**config.mk**
```make
export PLATFORM = sky130hd
export DESIGN_NAME = mips_mc_ctrl
export DESIGN_NICKNAME = d
export VERILOG_FILES = /design/src/rtl/mips_mc_ctrl.sv
export SDC_FILE = /design/constraint.sdc
export NUM_CORES = 1
export LEC_CHECK = 0
export BUFFER_PORTS_ARGS = -buffer_cell sky130_fd_sc_hd__buf_4
export CORE_ASPECT_RATIO = 0.7
export CORE_MARGIN = 5
export CORE_UTILIZATION = 30
export DETAILED_ROUTE_END_ITERATION = 16
export GPL_TIMING_DRIVEN = 0
export PLACE_DENSITY = 0.66
export REMOVE_ABC_BUFFERS = 1
export SKIP_LAST_GASP = 1
export SYNTH_ARGS = -nofsm -noshare
export SYNTH_HDL_FRONTEND = slang
export SYNTH_SLANG_ARGS = --single-unit
export TNS_END_PERCENT = 1
```
**constraint.sdc**
```tcl
create_clock -name CLK -period 1.77 [get_ports CLK]
set_input_delay 0.0885 -clock CLK [delete_from_list [all_inputs] [get_ports CLK]]
set_output_delay 0.0885 -clock CLK [all_outputs]
set_load 0.01 [all_outputs]
```
**src/rtl/mips_mc_ctrl.sv**
```systemverilog
// Multicycle control sequencer for a MIPS datapath.
// Walks each instruction through FETCH/DECODE/EXECUTE/MEM/WRITEBACK,
// drives every datapath mux select and write enable, and owns the single
// shared memory port through a req/ack handshake guarded by a timeout.
module mips_mc_ctrl #(
  parameter int ACK_TIMEOUT = 16,  // max wait cycles for mem_ack (>= 1)
  parameter int CNT_W       = 32   // retired-instruction counter width
) (
  input  logic             CLK,
  input  logic             RST,         // synchronous, active-low
  input  logic [31:0]      INST,        // instruction register contents
  input  logic             flag,        // ALU zero flag
  input  logic             mem_ack,
  output logic             mem_req,
  output logic             mem_we,
  output logic             iord,
  output logic             ir_we,
  output logic             pc_we,
  output logic [1:0]       pc_src,
  output logic             reg_we,
  output logic             reg_dst,
  output logic             mem_to_reg,
  output logic             alu_src_a,
  output logic [1:0]       alu_src_b,
  output logic [3:0]       alu_op,
  output logic [3:0]       state,
  output logic             illegal,
  output logic             bus_err,
  output logic [CNT_W-1:0] retired
);

  typedef enum logic [3:0] {
    ST_FETCH  = 4'd0,
    ST_DECODE = 4'd1,
    ST_MEMADR = 4'd2,
    ST_MEMRD  = 4'd3,
    ST_MEMWB  = 4'd4,
    ST_MEMWR  = 4'd5,
    ST_EXEC   = 4'd6,
    ST_RWB    = 4'd7,
    ST_BRANCH = 4'd8,
    ST_ADDIEX = 4'd9,
    ST_ADDIWB = 4'd10,
    ST_JUMP   = 4'd11,
    ST_HALT   = 4'd12
  } state_e;

  // Opcodes (INST[31:26])
  localparam logic [5:0] OP_RTYPE = 6'b000000;
  localparam logic [5:0] OP_LW    = 6'b100011;
  localparam logic [5:0] OP_SW    = 6'b101011;
  localparam logic [5:0] OP_BEQ   = 6'b000100;
  localparam logic [5:0] OP_ADDI  = 6'b001000;
  localparam logic [5:0] OP_J     = 6'b000010;

  // R-type function codes (INST[5:0])
  localparam logic [5:0] FN_ADD = 6'b100000;
  localparam logic [5:0] FN_SUB = 6'b100010;
  localparam logic [5:0] FN_AND = 6'b100100;
  localparam logic [5:0] FN_OR  = 6'b100101;
  localparam logic [5:0] FN_SLT = 6'b101010;

  // ALU operation encodings
  localparam logic [3:0] ALU_AND = 4'b0000;
  localparam logic [3:0] ALU_OR  = 4'b0001;
  localparam logic [3:0] ALU_ADD = 4'b0010;
  localparam logic [3:0] ALU_SUB = 4'b0110;
  localparam logic [3:0] ALU_SLT = 4'b0111;

  // ALU B-operand selects
  localparam logic [1:0] SRCB_RT     = 2'b00;
  localparam logic [1:0] SRCB_FOUR   = 2'b01;
  localparam logic [1:0] SRCB_IMM    = 2'b10;
  localparam logic [1:0] SRCB_IMMSH2 = 2'b11;

  // PC source selects
  localparam logic [1:0] PCSRC_ALU  = 2'b00;
  localparam logic [1:0] PCSRC_ALUO = 2'b01;
  localparam logic [1:0] PCSRC_JUMP = 2'b10;

  // The wait counter only ever has to hold 0 .. ACK_TIMEOUT-1.
  localparam int TO_W = (ACK_TIMEOUT < 2) ? 1 : $clog2(ACK_TIMEOUT);

  state_e           state_q, state_d;
  logic [TO_W-1:0]  to_cnt_q, to_cnt_d;
  logic             illegal_q, illegal_d;
  logic             bus_err_q, bus_err_d;
  logic [CNT_W-1:0] retired_q, retired_d;

  logic [5:0] opcode;
  logic [5:0] funct;
  logic       funct_ok;
  logic [3:0] funct_alu;
  logic       in_mem_state;
  logic       to_last;
  logic       retire;
  logic       unused_inst_bits;

  assign opcode = INST[31:26];
  assign funct  = INST[5:0];

  // Register fields and the jump/immediate fields are consumed by the datapath.
  assign unused_inst_bits = ^INST[25:6];

  // The memory port is only ever requested from these three states, so at
  // most one request is outstanding and fetch/data accesses never overlap.
  assign in_mem_state = (state_q == ST_FETCH) || (state_q == ST_MEMRD) ||
                        (state_q == ST_MEMWR);

  // Final permitted wait cycle: an ack here still succeeds.
  assign to_last = (to_cnt_q == TO_W'(ACK_TIMEOUT - 1));

  // Decode the R-type function field into an ALU operation.
  always_comb begin
    funct_ok  = 1'b1;
    funct_alu = ALU_AND;
    case (funct)
      FN_ADD:  funct_alu = ALU_ADD;
      FN_SUB:  funct_alu = ALU_SUB;
      FN_AND:  funct_alu = ALU_AND;
      FN_OR:   funct_alu = ALU_OR;
      FN_SLT:  funct_alu = ALU_SLT;
      default: funct_ok  = 1'b0;
    endcase
  end

  // Next-state, sticky-flag, timeout and retirement logic.
  always_comb begin
    state_d   = state_q;
    to_cnt_d  = '0;
    illegal_d = illegal_q;
    bus_err_d = bus_err_q;
    retire    = 1'b0;

    case (state_q)
      ST_FETCH: begin
        if (mem_ack) state_d = ST_DECODE;
      end
      ST_DECODE: begin
        case (opcode)
          OP_LW, OP_SW: state_d = ST_MEMADR;
          OP_RTYPE:     state_d = ST_EXEC;
          OP_BEQ:       state_d = ST_BRANCH;
          OP_ADDI:      state_d = ST_ADDIEX;
          OP_J:         state_d = ST_JUMP;
          default: begin
            // Unsupported opcode: skip it without retiring.
            illegal_d = 1'b1;
            state_d   = ST_FETCH;
          end
        endcase
      end
      ST_MEMADR: begin
        state_d = (opcode == OP_LW) ? ST_MEMRD : ST_MEMWR;
      end
      ST_MEMRD: begin
        if (mem_ack) state_d = ST_MEMWB;
      end
      ST_MEMWB: begin
        retire  = 1'b1;
        state_d = ST_FETCH;
      end
      ST_MEMWR: begin
        if (mem_ack) begin
          retire  = 1'b1;
          state_d = ST_FETCH;
        end
      end
      ST_EXEC: begin
        if (funct_ok) begin
          state_d = ST_RWB;
        end else begin
          illegal_d = 1'b1;
          state_d   = ST_FETCH;
        end
      end
      ST_RWB: begin
        retire  = 1'b1;
        state_d = ST_FETCH;
      end
      ST_BRANCH: begin
        retire  = 1'b1;
        state_d = ST_FETCH;
      end
      ST_ADDIEX: begin
        state_d = ST_ADDIWB;
      end
      ST_ADDIWB: begin
        retire  = 1'b1;
        state_d = ST_FETCH;
      end
      ST_JUMP: begin
        retire  = 1'b1;
        state_d = ST_FETCH;
      end
      ST_HALT: begin
        state_d = ST_HALT;
      end
      default: begin
        // Unused codes 13-15 park the sequencer.
        state_d = ST_HALT;
      end
    endcase

    // Waiting for ack: count the cycle, or give up on the last one.
    // Every other case leaves the counter cleared for the next memory state.
    if (in_mem_state && !mem_ack) begin
      if (to_last) begin
        bus_err_d = 1'b1;
        state_d   = ST_HALT;
      end else begin
        to_cnt_d = to_cnt_q + TO_W'(1);
      end
    end

    retired_d = retire ? (retired_q + CNT_W'(1)) : retired_q;
  end

  // State register; reset abandons any outstanding request.
  always_ff @(posedge CLK) begin
    if (!RST) begin
      state_q   <= ST_FETCH;
      to_cnt_q  <= '0;
      illegal_q <= 1'b0;
      bus_err_q <= 1'b0;
      retired_q <= '0;
    end else begin
      state_q   <= state_d;
      to_cnt_q  <= to_cnt_d;
      illegal_q <= illegal_d;
      bus_err_q <= bus_err_d;
      retired_q <= retired_d;
    end
  end

  // Moore decode of control outputs; only FETCH (ir_we/pc_we on ack) and
  // BRANCH (pc_we on flag) look at inputs. Enables are masked in reset.
  always_comb begin
    mem_req    = 1'b0;
    mem_we     = 1'b0;
    iord       = 1'b0;
    ir_we      = 1'b0;
    pc_we      = 1'b0;
    pc_src     = PCSRC_ALU;
    reg_we     = 1'b0;
    reg_dst    = 1'b0;
    mem_to_reg = 1'b0;
    alu_src_a  = 1'b0;
    alu_src_b  = SRCB_RT;
    alu_op     = ALU_AND;

    case (state_q)
      ST_FETCH: begin
        mem_req   = 1'b1;
        iord      = 1'b0;
        alu_src_a = 1'b0;
        alu_src_b = SRCB_FOUR;
        alu_op    = ALU_ADD;
        pc_src    = PCSRC_ALU;
        ir_we     = mem_ack;
        pc_we     = mem_ack;
      end
      ST_DECODE: begin
        alu_src_a = 1'b0;
        alu_src_b = SRCB_IMMSH2;
        alu_op    = ALU_ADD;
      end
      ST_MEMADR: begin
        alu_src_a = 1'b1;
        alu_src_b = SRCB_IMM;
        alu_op    = ALU_ADD;
      end
      ST_MEMRD: begin
        mem_req = 1'b1;
        iord    = 1'b1;
      end
      ST_MEMWB: begin
        reg_we     = 1'b1;
        reg_dst    = 1'b0;
        mem_to_reg = 1'b1;
      end
      ST_MEMWR: begin
        mem_req = 1'b1;
        mem_we  = 1'b1;
        iord    = 1'b1;
      end
      ST_EXEC: begin
        alu_src_a = 1'b1;
        alu_src_b = SRCB_RT;
        alu_op    = funct_alu;
      end
      ST_RWB: begin
        reg_we     = 1'b1;
        reg_dst    = 1'b1;
        mem_to_reg = 1'b0;
      end
      ST_BRANCH: begin
        alu_src_a = 1'b1;
        alu_src_b = SRCB_RT;
        alu_op    = ALU_SUB;
        pc_src    = PCSRC_ALUO;
        pc_we     = flag;
      end
      ST_ADDIEX: begin
        alu_src_a = 1'b1;
        alu_src_b = SRCB_IMM;
        alu_op    = ALU_ADD;
      end
      ST_ADDIWB: begin
        reg_we     = 1'b1;
        reg_dst    = 1'b0;
        mem_to_reg = 1'b0;
      end
      ST_JUMP: begin
        pc_src = PCSRC_JUMP;
        pc_we  = 1'b1;
      end
      default: begin
        // HALT and unused codes: everything stays inactive.
      end
    endcase

    if (!RST) begin
      mem_req = 1'b0;
      mem_we  = 1'b0;
      ir_we   = 1'b0;
      pc_we   = 1'b0;
      reg_we  = 1'b0;
    end
  end

  assign state   = state_q;
  assign illegal = illegal_q;
  assign bus_err = bus_err_q;
  assign retired = retired_q;

endmodule

```
# Word-level counts from Yosys, hierarchy flattened

Index checks and enable logic that the tools add are counted.
W data, S select, Z words.

Mux-type cells: 33
Reduce and logical (&&, ||, !) cells: 20
Add/subtract/negate cells: 2
Bitwise logic cells: 2
Equal/unequal tests: 24

Operators with widths:

| kind                    | count |
|---|---|
| $eq A6 B6 Y1 const B    | 7 |
| $add A32 B1 Y32 const B | 1 |
| $pmux W4 S8             | 1 |
| $eq A4 B4 Y1 const B    | 5 |
| $mux W4                 | 5 |
| $pmux W4 S5             | 1 |
| $mux W1                 | 17 |
| $eq A4 B3 Y1 const B    | 4 |
| $pmux W3 S4             | 1 |
| $pmux W4 S3             | 1 |
| $reduce_or A5 Y1        | 2 |
| $reduce_or A3 Y1        | 3 |
| $eq A4 B2 Y1 const B    | 2 |
| $reduce_or A4 Y1        | 2 |
| $eq A6 B2 Y1 const B    | 1 |
| $eq A6 B3 Y1 const B    | 1 |
| $eq A6 B4 Y1 const B    | 1 |
| $logic_not A6 Y1        | 1 |
| $mux W3                 | 2 |
| $pmux W2 S3             | 1 |
| $reduce_or A2 Y1        | 3 |
| $reduce_or A6 Y1        | 1 |
| $add A4 B1 Y4 const B   | 1 |
| $eq A4 B1 Y1 const B    | 1 |
| 12 further kinds        | 16 |

Output and inout port bits: 55
Word-level logic and storage cells: 86
Register bits after elaboration: 42
Input bits: 36

# Depth between registers and ports, before layout

Depth after elaboration: 7
Mapped depth: 8
Depth with buffers taken out: 6

# Least setup slack after synthesis

No wires, ideal clock.

Path kind: register to register
Start point: reg retired_q[0], in the netlist retired[0]
End point: reg retired_q[28], in the netlist retired[28]
Stages on the path, launching flop included: 8
Arrival: 1736 ps
Clock period less this slack: 1807 ps
Slack: -37 ps
Cell sequence: dfxtp_1 > ha_1 > nand3_1 > nor4_2 > nand3_1 > clkbuf_2 > or3_1 > a21oi_1

Longest elaborated chain between the ends: 1

RTL lines:

| what                     | line | text |
|---|---|---|
| start: declaration       | 88   | `logic [CNT_W-1:0] retired_q, retired_d;` |
| start signal: assignment | 232  | `retired_q <= retired_d;` |
| $add A32 B1 Y32          | 216  | `retired_d = retire ? (retired_q + CNT_W'(1)) : retired_q;` |

Every way passes these cells.
A chain may end at the register's enable or synchronous reset.

# Worst setup path after layout

Start point: reg state_q[3], in the netlist state[3]
End point: reg retired_q[21], in the netlist retired[21]

Longest elaborated chain between the ends: 3
Elaborated cells on any way between the ends: 8
Those cells by class: eq/ne: 6; mux: 1; reduce/logical: 1

RTL lines:

| what                                                | line | text |
|---|---|---|
| start: declaration                                  | 84   | `state_e state_q, state_d;` |
| start signal: assignment                            | 228  | `state_q <= state_d;` |
| $eq A4 B4 Y1 / $eq A4 B3 Y1 (equally long branches) | 135  | `case (state_q)` |
| $reduce_or A5 Y1 (no source line)                   | n/a  |  |
| $pmux W1 S2 *                                       | 135  |  |

Every way passes the cells marked *; elsewhere a longest branch is shown, timed or not.

==> run metrics <==
status finished, violations left; violated checks setup timing; leading cell type in the layout, fill and taps excluded buf_4; mux cell area share after synthesis less than 1%; Num CTS Buffers 5; antenna diode count 0; Worst Setup End Kind flop; Primary FF master, synth dfxtp_1; initial antenna violation count 0; Post-synth EDFFs 0; CTS Hold Bufs 0; worst-case clock buffer depth 2; final period utilization 103%; # rows 27; Rel. slew slack 12.0%; Max IR drop VDD about 0.31 mV; CTS tree done; setup violators final 5; yosys warns 0; clk root buf clkbuf_16; layout cells sized above 1 between 30 and 40%; placed cell count about 470; CTS sink cnt 42; final total power 1.97 mW; NumNets Final 453; Min-Delay Path Class input pin to flop; DP HPWL about 5.2 mm; average via count per standard cell 5.38; First DRT Iteration DRCs 141; pwr dens 551 nW/um^2; top cell type's share of synthesized area 34.8%; WS Path Type flop to flop; Detail Route Antenna Nets 0; CTS clk-pin slew, worst paths roughly 0.06 ns; drt first pass iters 4; FMAX about 550 MHz; largest area contributor in the netlist dfxtp_1; I/O Buffers 69; gate count of the mapped netlist 322; Simple-Gate Fraction of Synth Area 34.3%; worst-path fanout max 8; post-synthesis sequential area ratio 34.8%; final core occ 45.4%; per-cell routed wire length between 15 and 20 um; time the worst path needs with I/O delays and setup roughly 1.8 ns; vias in the first global route 2,496; final hold violation count 0; clk_skew ~0.008 ns; number of remaining DRC errors 0; Area Growth Syn to Fin 47.9%; complex-gate fraction of the synthesized area slightly below 20%; post-route cell area ~3600 um^2; Slew @ Worst Pin 1.32 ns; core area 7870 um^2; synth top area cells dfxtp_1 (35%), a21oi_1 (7.0%), o21ai_0 (5.8%); TNS Setup -0.165 ns; chip width ~120 um; largest net degree at the start of global routing 40; commonest cells after routing, fill and taps aside buf_4 (97), a21oi_1 (33), nor2_1 (30); Vias around 2,800; area share of fa/ha/maj cells after synthesis 1.03%; Tot GR Track Use between 10% and 20%; Crit path arrival time 2.03 ns; CTS HTree Levels 2; #FFs+latches synth 42; Async SR Flop Fraction 0%; Cell Area, Synth 2420 um^2; Clock Latency Late Sink between 0.2 and 0.3 ns; Post-Route WL 7.87 mm; Final WS setup -0.0536 ns; main combinational cell family by area after synthesis simple AND/OR/NAND/NOR gates; max_cap viols 0; Final Max Slew Viols 0; die area 9990 um^2; area post-placement 2990 um^2; Startpoint Class flop; first-pass GRT wire length 12.6 mm; Boundary Pins 91; pre-CTS setup slack -0.842 ns; grt ovf 0; Die H about 85 um; Netlist cell types 50; fin cells 516; syn_area_per_cell approximately 7.5 um^2; XOR/XNOR share of the synthesized area 4.71%; Initial Util 30.7%; Leak 1.41 nW; Fin Hold WS 0.0349 ns; GPL Wtd Cong between 0.8 and 0.9; RSZ-0062 raised after global routing yes; Worst EP required ~2.0 ns
state kept, by name, indices dropped and copies added, names as in the netlist:
register,count
retired,32
state,4
to_cnt_q,4
bus_err,1
illegal,1
worst paths after layout:
check	startpoint	end	slack, ns	cells after the start
max	state[3]$_SDFF_PN0_	retired[21]$_SDFFE_PN0P_	-0.05	6
min	RST	state[3]$_SDFF_PN0_	0.03	2
max reg2reg	state[3]$_SDFF_PN0_	retired[21]$_SDFFE_PN0P_	-0.05	6
min reg2reg	to_cnt_q[0]$_SDFF_PP0_	to_cnt_q[0]$_SDFF_PP0_	0.45	1
worst max-delay path, cell delays in order, from the launching register on:
cell and delay, ns:
dfxtp_4 0.36, nand2b_4 0.20, o21ai_4 0.22, nand4_1 0.21, buf_6 0.20, or3_2 0.42
a21oi_2 0.14
Yosys cell counts, types with 2 or more instances:
cell type and instances:
or3_1 19, and3_1 6, dfxtp_1 42, clkbuf_2 2, a31oi_1 4, nand3_1 19
inv_1 8, ha_1 2, nor3_1 14, a21oi_1 34, nand2b_1 3, mux2i_1 2
nand4_1 12, o21ai_0 28, o211ai_1 2, or4_1 3, nor2b_1 6, clkbuf_1 11
o31ai_1 3, buf_2 3, nor4_1 5, xor2_1 12, or2_2 2, nor2_1 30
nand2_1 25
cell families (layout without fill, tap and decap cells):
| group | Yosys count | after routing |
|---|---|---|
| compound gates | 82 | 82 |
| buf+inv | 26 | 119 |
| flops | 42 | 42 |
| mux | 2 | 2 |
| other cells | 1 | 1 |
| fa+ha+maj | 2 | 2 |
| simple gates | 154 | 154 |
| xor+xnor | 13 | 13 |
layer usage:
| layer | wire, um | track usage [%] | part of all wire, % | vias to the layer above |
|---|---|---|---|---|
| met2 | 3530 | 22.3 | 45 | 93 |
| met1 | 3720 | 21.2 | 47 | 1313 |
| met5 | 0 | 0 | 0 | - |
| met4 | 86 | 3.69 | 1.1 | 0 |
| met3 | 524 | 4.46 | 6.7 | 10 |
| li1 | - | - | - | 1361 |
area by class of cell:
type / count / area (um^2)
Clock buffer: 5 / 125
Timing Repair Buffer: 104 / 818
Sequential cell: 42 / 902
Multi-Input combinational cell: 254 / 1570
Clock inverter: 2 / 10.0
Inverter: 8 / 30.0
Tap cell: 101 / 126
Fill cell: 758 / 4290
report_power, final:
part	switching (mW)	internal, mW
logic	0.0896	0.0690
clock network	0.366	0.509
registers	0.00613	0.932
what timing repair did:
action                     CTS  global route
buffers inserted            25             9
setup endpoints to repair   49            30
resized for setup           41            22
pin swaps                    7            13
cloned                       0             1
(Power assumes the default switching activity.)
